==> src/rtl/mem_to_reg_mux_pkg.sv <==
// Purpose: shared datapath constants for the write-back path and the control decoder.
// Latency: n/a (constants only).
// Backpressure: n/a (constants only).
//
// Contents:
//   XLEN        - architectural register width, default for datapath WIDTH parameters
//   WB_SEL_ALU  - mem_to_reg encoding that selects the ALU result
//   WB_SEL_MEM  - mem_to_reg encoding that selects data-memory read data
package mem_to_reg_mux_pkg;

  localparam int unsigned XLEN = 32;

  localparam logic WB_SEL_ALU = 1'b0;
  localparam logic WB_SEL_MEM = 1'b1;

endpackage : mem_to_reg_mux_pkg

==> src/rtl/mem_to_reg_mux_mux2.sv <==
// Purpose: generic WIDTH-bit two-input combinational multiplexer (write-back, ALU-src, PC-src).
// Latency: combinational, zero cycles.
// Backpressure: none; pure function of its inputs.
//
// Ports:
//   i_sel - select; 1 picks i_b, anything else (0, X, Z) picks i_a
//   i_a   - default input
//   i_b   - alternate input
//   o_y   - selected value, bit-for-bit unchanged
module mux2
  import mem_to_reg_mux_pkg::*;
#(
  parameter int unsigned WIDTH = XLEN
) (
  input  logic             i_sel,
  input  logic [WIDTH-1:0] i_a,
  input  logic [WIDTH-1:0] i_b,
  output logic [WIDTH-1:0] o_y
);

  // if/else rather than ?: so an unknown select resolves to i_a instead of
  // merging both inputs bitwise into X.
  always_comb begin
    o_y = i_a;
    if (i_sel) begin
      o_y = i_b;
    end
  end

endmodule : mux2

==> src/rtl/mem_to_reg_mux.sv <==
// Purpose: write-back source selector; registers ALU result or memory read data for the regfile.
// Latency: one clock from inputs sampled at a rising edge to selected.
// Backpressure: none; no handshake or stall, a new value is captured every edge.
//
// Ports:
//   clk        - system clock, rising edge active
//   mem_to_reg - 1 selects mem_data, otherwise alu_result
//   alu_result - ALU output for the current instruction
//   mem_data   - data-memory read data for the current instruction
//   selected   - registered write-back value
//   rst        - synchronous active-high reset, highest priority, clears selected
module mem_to_reg_mux
  import mem_to_reg_mux_pkg::*;
#(
  parameter int unsigned WIDTH = XLEN
) (
  input  logic             clk,
  input  logic             mem_to_reg,
  input  logic [WIDTH-1:0] alu_result,
  input  logic [WIDTH-1:0] mem_data,
  output logic [WIDTH-1:0] selected,
  // Last so five-port positional instantiations remain valid.
  input  logic             rst
);

  logic             w_sel_mem;
  logic [WIDTH-1:0] w_wb_dat;
  logic [WIDTH-1:0] r_selected;

  // Only an explicit WB_SEL_MEM picks memory; an X/Z select compares to X,
  // which the mux treats as false, so the ALU path stays the default.
  assign w_sel_mem = (mem_to_reg == WB_SEL_MEM);

  mux2 #(
    .WIDTH(WIDTH)
  ) u_wb_mux (
    .i_sel(w_sel_mem),
    .i_a  (alu_result),
    .i_b  (mem_data),
    .o_y  (w_wb_dat)
  );

  always_ff @(posedge clk) begin
    if (rst) begin
      r_selected <= '0;
    end else begin
      r_selected <= w_wb_dat;
    end
  end

  assign selected = r_selected;

endmodule : mem_to_reg_mux

==> config.mk <==
export PLATFORM = sky130hd
export DESIGN_NAME = mem_to_reg_mux
export DESIGN_NICKNAME = d
export VERILOG_FILES = /design/src/rtl/mem_to_reg_mux_pkg.sv /design/src/rtl/mem_to_reg_mux_mux2.sv /design/src/rtl/mem_to_reg_mux.sv
export SDC_FILE = /design/constraint.sdc
export NUM_CORES = 1
export LEC_CHECK = 0
export BUFFER_PORTS_ARGS = -buffer_cell sky130_fd_sc_hd__clkbuf_2
export CAP_MARGIN = 20
export CORE_MARGIN = 2
export CORE_UTILIZATION = 37
export CTS_CLUSTER_DIAMETER = 150
export CTS_CLUSTER_SIZE = 24
export DETAILED_ROUTE_END_ITERATION = 10
export GPL_TIMING_DRIVEN = 0
export HOLD_SLACK_MARGIN = 0.02
export PLACE_DENSITY = 0.76
export SETUP_SLACK_MARGIN = 0.02
export SLEW_MARGIN = 20
export SYNTH_ARGS = -nofsm -noshare
export SYNTH_HDL_FRONTEND = slang
export SYNTH_SLANG_ARGS = --single-unit
==> constraint.sdc <==
create_clock -name clk -period 1 [get_ports clk]
set_clock_uncertainty 0.2 [all_clocks]
set_input_delay 0.15 -clock clk [delete_from_list [all_inputs] [get_ports clk]]
set_output_delay 0.15 -clock clk [all_outputs]
set_load 0.01 [all_outputs]
==> load_flow_metrics.sql, run 1 <==
INSERT INTO impl_metrics (metric_group, metric, value, unit) VALUES
('power_and_ir_drop', 'power.static_leakage', '1.32', 'nW'),
('min_path', 'timing.hold.worst.start', 'mem_to_reg', ''),
('grt', 'grt_pass1_vias', '1450', ''),
('drt', 'wire_length_reported_by_the_detailed_router', '3.94', 'mm'),
('min_path', 'hold_path_depth', '3', ''),
('clock_tree', 'h_tree_levels', '2', ''),
('power_and_ir_drop', 'vdd.ir_drop.worst', '0.933', 'mV'),
('setup_path', 'timing.critical_path.max_delay_family', 'flip-flops', ''),
('clock_tree', 'tritoncts_clock_tree', 'built', ''),
('synth', 'synth_warnings', '0', ''),
('synth', 'netlist-cell-type-count', '6', ''),
('setup_path', 'start_kind', 'flip-flop', ''),
('setup_path', 'cell_chain_critical_path', 'buf_2', ''),
('grt', 'grt_pass1_wl', '6.11', 'mm'),
('clock_tree', 'cts.hold.buffers_added', '65', ''),
('floorplanning', 'placement_rows', '20', ''),
('clock_tree', 'post_cts.repair.setup_buffers', '0', ''),
('power_and_ir_drop', 'power.total', '2.81', 'mW'),
('finish', 'syn_to_final_growth', '106', '%'),
('run', 'max_cap_viol_count', '0', ''),
('setup_path', 'timing_worst_setup_path_type', 'reg -> out', ''),
('floorplanning', 'pin_count', '99', ''),
('clock_tree', 'cts.sink_count', '32', ''),
('setup_path', 'critPathArrivalTime', '0.78', 'ns'),
('min_path', 'worst_hold_path_type', 'in -> reg', ''),
('power_and_ir_drop', 'powerDensity', '1170', 'mW/mm²'),
('synth', 'post-synth-top-area-fraction', '55.1', '%'),
('floorplanning', 'floorplan.die_area', '0.00361', 'mm²'),
('grt', 'grt_max_degree', '11', ''),
('sta', 'maximum_clock_frequency', '0.885', 'GHz'),
('sta', 'headroom_to_the_max_slew_limit', '70.4', '%'),
('synth', 'synth.ff_latch_count', '32', ''),
('outcome', 'violations', 'hold timing, setup timing', ''),
('synth', 'leading_cell_types_by_count_after_synthesis', 'dfxtp_1 (32), mux2i_1 (32), nor2_1 (32), buf_12 (3), clkbuf_1 (3)', ''),
('setup_path', 'cp.buffers_inverters', '1', ''),
('grt', 'number_of_antenna_violations_at_the_first_check_in_global_routing', '0', ''),
('sta', 'hold_viol', '2', ''),
('synth', 'async_reset_ff_share', '0', '%'),
('placed_design', 'detailedPlacementHpwl', '2.12', 'mm'),
('drt', 'detail_route.drc_violations', '0', ''),
('min_path', 'hold_endpoint', 'selected[30]$_SDFF_PP0_', ''),
('sta', 'worst_setup_margin', '-0.130', 'ns'),
('finish', 'antenna_cells', '0', ''),
('floorplanning', 'design.core.area', '0.00303', 'mm²'),
('synth', 'synth_largest_area_cell', 'dfxtp_1', ''),
('finish', 'drive_above_1_share', '36.9', '%'),
('drt', 'wire_per_inst', '13.8', 'µm'),
('synth', 'synthesis.instances', '103', ''),
('sta', 'layout_worst_path_cycle_share', '113', '%'),
('synth', 'synth_area_per_cell', '11.3', 'µm²'),
('clock_tree', 'worst_setup_hold_path_clk_slew', '0.09', 'ns'),
('placed_design', 'dp_cells', '244', ''),
('grt', 'global_route.usage.total', '23.7', '%'),
('finish', 'fin_area', '0.00240', 'mm²'),
('drt', 'routed-via-count', '1251', ''),
('setup_path', 'timing.critical_path.to_type', 'primary output', ''),
('synth', 'synth_edf_count', '0', ''),
('sta', 'setup_violations', '32', ''),
('synth', 'ys_seq_area_share', '55.1', '%'),
('floorplanning', 'fp.dieH', '60.1', 'µm'),
('drt', 'drtAntennaViolNets', '0', ''),
('clock_tree', 'cts-root-to-sink-buffers', '2', ''),
('synth', 'netlist_area', '0.00116', 'mm²'),
('sta', 'hold_slack', '-0.0741', 'ns'),
('finish', 'final_standard_cell_count_with_taps_included_and_fillers_excluded', '285', ''),
('floorplanning', 'die-width', '60.1', 'µm'),
('setup_path', 'cp_data_required_time', '0.65', 'ns'),
('sta', 'final.min_clock_period', '1.13', 'ns'),
('outcome', 'status', 'complete, but fails checks', ''),
('drt', 'drt-pass1-iter-count', '4', ''),
('sta', 'timing_worst_slew_pin_value', '0.443', 'ns');
## layout by cell type, fill, tap and decap left out
cell type and n:
buf_2 18, dlygate4sd3_1 48, clkbuf_8 1, clkbuf_1 5, mux2i_1 32, dfxtp_2 14, buf_12 3, nor2_1 32
dlymetal6s4s_1 17, dfxtp_1 18, clkbuf_2 33, buf_6 15, clkbuf_4 5
## metrics by stage
| stage | worst slack [ns] | setup TNS (ns) | utilization, % | hold slack (ns) |
|---|---|---|---|---|
| global placement | -0.122 | -2.55 | 56.3 | 0.177 |
| floorplan | 0.0573 | 0 | - | 0.0224 |
| global route | -0.172 | -4.56 | 79.3 | -0.0693 |
| detailed placement | -0.119 | -2.45 | 56.3 | 0.191 |
| finish | -0.130 | -3.55 | 79.3 | -0.0741 |
| CTS | -0.145 | -4.13 | 79.8 | -0.0798 |
## worst max-delay path by stage
stage | start | end | slack (ns) | depth (start not counted)
floorplan | mem_to_reg | selected[0]$_SDFF_PP0_ | 0.06 | 4
detailed placement | rst | selected[7]$_SDFF_PP0_ | -0.12 | 3
global placement | rst | selected[0]$_SDFF_PP0_ | -0.12 | 3
finish | selected[21]$_SDFF_PP0_ | selected[21] | -0.13 | 1
global route | selected[21]$_SDFF_PP0_ | selected[21] | -0.17 | 1
CTS | selected[29]$_SDFF_PP0_ | selected[29] | -0.14 | 1
## report_power, final
part / switching [mW] / internal (mW) / leakage (nW)
clock network: 0.399 / 0.347 / 0.0326
registers: 0.0284 / 1.37 / 0.270
logic: 0.244 / 0.427 / 1.02
total: 0.671 / 2.14 / 1.32
## repair_timing
action	in CTS	in global routing
endpoints found under the hold margin	32	2
endpoints found under the setup margin	32	58
pin swaps	0	1
gates resized for setup	3	74
## cell type report
cell class / count / area, µm²
fill: 188 / 627
tap: 44 / 55.1
sequential: 32 / 658
timing repair buffer: 130 / 1110
buffer: 7 / 82.6
clock buffer: 8 / 58.8
multi-input combinational: 64 / 440
## per-layer routing
metal  track usage, %  wire length (µm)  vias up
met2             44.7              2120       67
met3             5.19               274       11
li1                 -                 -      611
met1             22.5              1410      562
met4             15.6               125        0
met5                0                 0        -
## cells by family after synthesis
family,after synthesis,synth area share (%)
buffers and inverters,7,7.10
and+or+nand+nor,32,10.3
DFF,32,55.1
muxes,32,27.5
Power figures use the tool's default switching activity.
==> run 2: changes to the inputs <==
--- a/config.mk
+++ b/config.mk
@@ -7,14 +7,17 @@
 export LEC_CHECK = 0
 export BUFFER_PORTS_ARGS = -buffer_cell sky130_fd_sc_hd__clkbuf_2
 export CAP_MARGIN = 20
+export CELL_PAD_IN_SITES_DETAIL_PLACEMENT = 0
+export CELL_PAD_IN_SITES_GLOBAL_PLACEMENT = 1
 export CORE_MARGIN = 2
-export CORE_UTILIZATION = 37
+export CORE_UTILIZATION = 26
 export CTS_CLUSTER_DIAMETER = 150
 export CTS_CLUSTER_SIZE = 24
 export DETAILED_ROUTE_END_ITERATION = 10
 export GPL_TIMING_DRIVEN = 0
 export HOLD_SLACK_MARGIN = 0.02
-export PLACE_DENSITY = 0.76
+export MAX_ROUTING_LAYER = met4
+export PLACE_DENSITY = 0.77
 export SETUP_SLACK_MARGIN = 0.02
 export SLEW_MARGIN = 20
 export SYNTH_ARGS = -nofsm -noshare
==> load_flow_metrics.sql, run 2 (synthesized netlist as in run 1, its figures left out) <==
INSERT INTO impl_metrics (metric_group, metric, value, unit) VALUES
('setup_path', 'critPathSlowestCell', 'dfxtp_2', ''),
('sta', 'layout_worst_path_cycle_share', '106', '%'),
('setup_path', 'cp_data_required_time', '0.65', 'ns'),
('drt', 'post_drt_via_cell_ratio', '4.02', ''),
('finish', 'syn_to_final_growth', '63.9', '%'),
('drt', 'detail_route.drc_violations', '0', ''),
('finish', 'fin_area', '0.00191', 'mm²'),
('floorplanning', 'fp.dieH', '70.9', 'µm'),
('clock_tree', 'tritoncts_clock_tree', 'built', ''),
('min_path', 'worst_hold_path_type', 'in -> reg', ''),
('grt', 'number_of_antenna_violations_at_the_first_check_in_global_routing', '0', ''),
('finish', 'multi_input_logic_area', '440', 'µm²'),
('finish', 'layout_common_cells', 'clkbuf_2 (62), mux2i_1 (32), nor2_1 (32), buf_2 (24), dfxtp_1 (24)', ''),
('sta', 'final.min_clock_period', '1.06', 'ns'),
('finish', 'antenna_cells', '0', ''),
('finish', 'postLayoutCoreUtil', '44.1', '%'),
('sta', 'maximum_clock_frequency', '0.941', 'GHz'),
('power_and_ir_drop', 'power.static_leakage', '1.05', 'nW'),
('clock_tree', 'cts-root-to-sink-buffers', '2', ''),
('setup_path', 'timing_worst_setup_path_type', 'reg -> out', ''),
('grt', 'global_route.usage.total', '11.5', '%'),
('outcome', 'status', 'complete, but fails checks', ''),
('clock_tree', 'cts-root-buf', 'clkbuf_8', ''),
('floorplanning', 'design.core.area', '0.00432', 'mm²'),
('setup_path', 'start_kind', 'flip-flop', ''),
('power_and_ir_drop', 'powerDensity', '1610', 'mW/mm²'),
('clock_tree', 'cts.sink_count', '32', ''),
('setup_path', 'crit_path_max_fanout', '1', ''),
('grt', 'grt_pass1_wl', '4.31', 'mm'),
('placed_design', 'post-place-ws', '-0.190', 'ns'),
('sta', 'final_max_slew_viol_count', '0', ''),
('sta', 'headroom_to_the_max_slew_limit', '67.2', '%'),
('clock_tree', 'h_tree_levels', '2', ''),
('sta', 'setup_violations', '32', ''),
('sta', 'timing_worst_slew_pin_value', '0.493', 'ns'),
('grt', 'grt_pass1_vias', '984', ''),
('floorplanning', 'placement_rows', '24', ''),
('setup_path', 'cell_chain_critical_path', 'buf_6', ''),
('floorplanning', 'floorplan.initialDensity', '26.9', '%'),
('setup_path', 'cp.buffers_inverters', '1', ''),
('finish', 'n_fill_cell', '446', ''),
('power_and_ir_drop', 'vdd.ir_drop.worst', '0.775', 'mV'),
('placed_design', 'detailedPlacementHpwl', '2.24', 'mm'),
('setup_path', 'critPathArrivalTime', '0.71', 'ns'),
('drt', 'drt-initial-drc-count', '13', ''),
('clock_tree', 'cts.hold.buffers_added', '4', ''),
('drt', 'routed-via-count', '1048', ''),
('run', 'max_cap_viol_count', '0', ''),
('outcome', 'violations', 'hold timing, setup timing', ''),
('drt', 'wire_length_reported_by_the_detailed_router', '2.86', 'mm'),
('clock_tree', 'cts_inserted_buffers', '5', ''),
('drt', 'drt-pass1-iter-count', '3', ''),
('finish', 'seq_area', '651', 'µm²'),
('floorplanning', 'floorplan.die_area', '0.00503', 'mm²'),
('finish', 'layout.cells.most_common', 'clkbuf_2', ''),
('setup_path', 'timing.critical_path.to_type', 'primary output', ''),
('floorplanning', 'die-width', '70.9', 'µm'),
('sta', 'grt_setup_unrepaired', 'true', ''),
('placed_design', 'io_buffers', '97', ''),
('placed_design', 'global_placement_routability_congestion', '0.733', ''),
('setup_path', 'timing.critical_path.max_delay_family', 'flip-flops', ''),
('setup_path', 'cp_slowest_stage_delay', '0.32', 'ns'),
('drt', 'drtAntennaViolNets', '0', ''),
('finish', 'number_of_flip_flops_under_the_largest_register_name', '32', ''),
('finish', 'drive_above_1_share', '54.1', '%'),
('sta', 'hold_slack', '-0.100', 'ns'),
('placed_design', 'postPlaceCellArea', '0.00171', 'mm²'),
('floorplanning', 'pin_count', '99', ''),
('grt', 'overflow', '0', ''),
('grt', 'grt_max_degree', '11', ''),
('finish', 'fin_nets', '275', ''),
('sta', 'worst_setup_margin', '-0.0623', 'ns'),
('sta', 'hold_viol', '32', ''),
('drt', 'wire_per_inst', '11.0', 'µm'),
('clock_tree', 'worst_setup_hold_path_clk_slew', '0.07', 'ns');
-- run 2: cell types whose count changed in the layout (fill, tap and decap cells not counted), moves of 4 or more --
cell / previous run / this run
clkbuf_4: 5 / 0
dlymetal6s4s_1: 17 / 0
buf_2: 18 / 24
dlygate4sd3_1: 48 / 4
clkbuf_2: 33 / 62
clkbuf_8: 1 / 5
dfxtp_2: 14 / 8
dfxtp_1: 18 / 24
buf_6: 15 / 9
-- run 2: what timing repair did --
action,4_1_cts,5_1_grt
setup endpoints to repair,32,35
resized for setup,0,48
pin swaps,0,2
endpoints found under the hold margin,32,32
buffers inserted,0,0
-- run 2: final timing paths --
path                    from                      end  slack (ns)  depth (start not counted)
max   selected[6]$_SDFF_PP0_              selected[6]       -0.06                          1
min           alu_result[15]  selected[15]$_SDFF_PP0_       -0.10                          3
-- run 2: report_power, final --
group / internal, mW / switching [mW] / leakage, nW
Combinational: 0.280 / 0.208 / 0.727
Sequential: 1.36 / 0.0217 / 0.269
Clock: 0.739 / 0.453 / 0.0552
Total: 2.38 / 0.683 / 1.05
-- run 2: routing by layer --
metal,vias up,part of all wire [%],GRT usage [%]
met5,-,0,-
met4,0,0.87,5.03
met3,2,11,4.56
met2,59,50,19.1
met1,443,38,12.1
li1,544,-,-
-- run 2: stage by stage --
stage               TNS [ns]  std cells  hold slack [ns]  power [mW]
finish                 -1.57        261           -0.100        3.07
global route           -2.73        261          -0.0913        3.23
CTS                    -2.36        264           -0.106        3.10
detailed placement     -3.12        252            0.188        1.87
global placement       -2.97        252            0.178        1.87
floorplan                  0        103           0.0224        1.64
-- run 2: area by class of cell --
cell class	instances	area share, %
Sequential cell	32	34.1
Tap cell	52	3.41
Clock inverter	2	1.84
Multi-Input combinational cell	64	23.1
Clock buffer	6	3.81
Timing Repair Buffer	98	29.4
Buffer	7	4.33
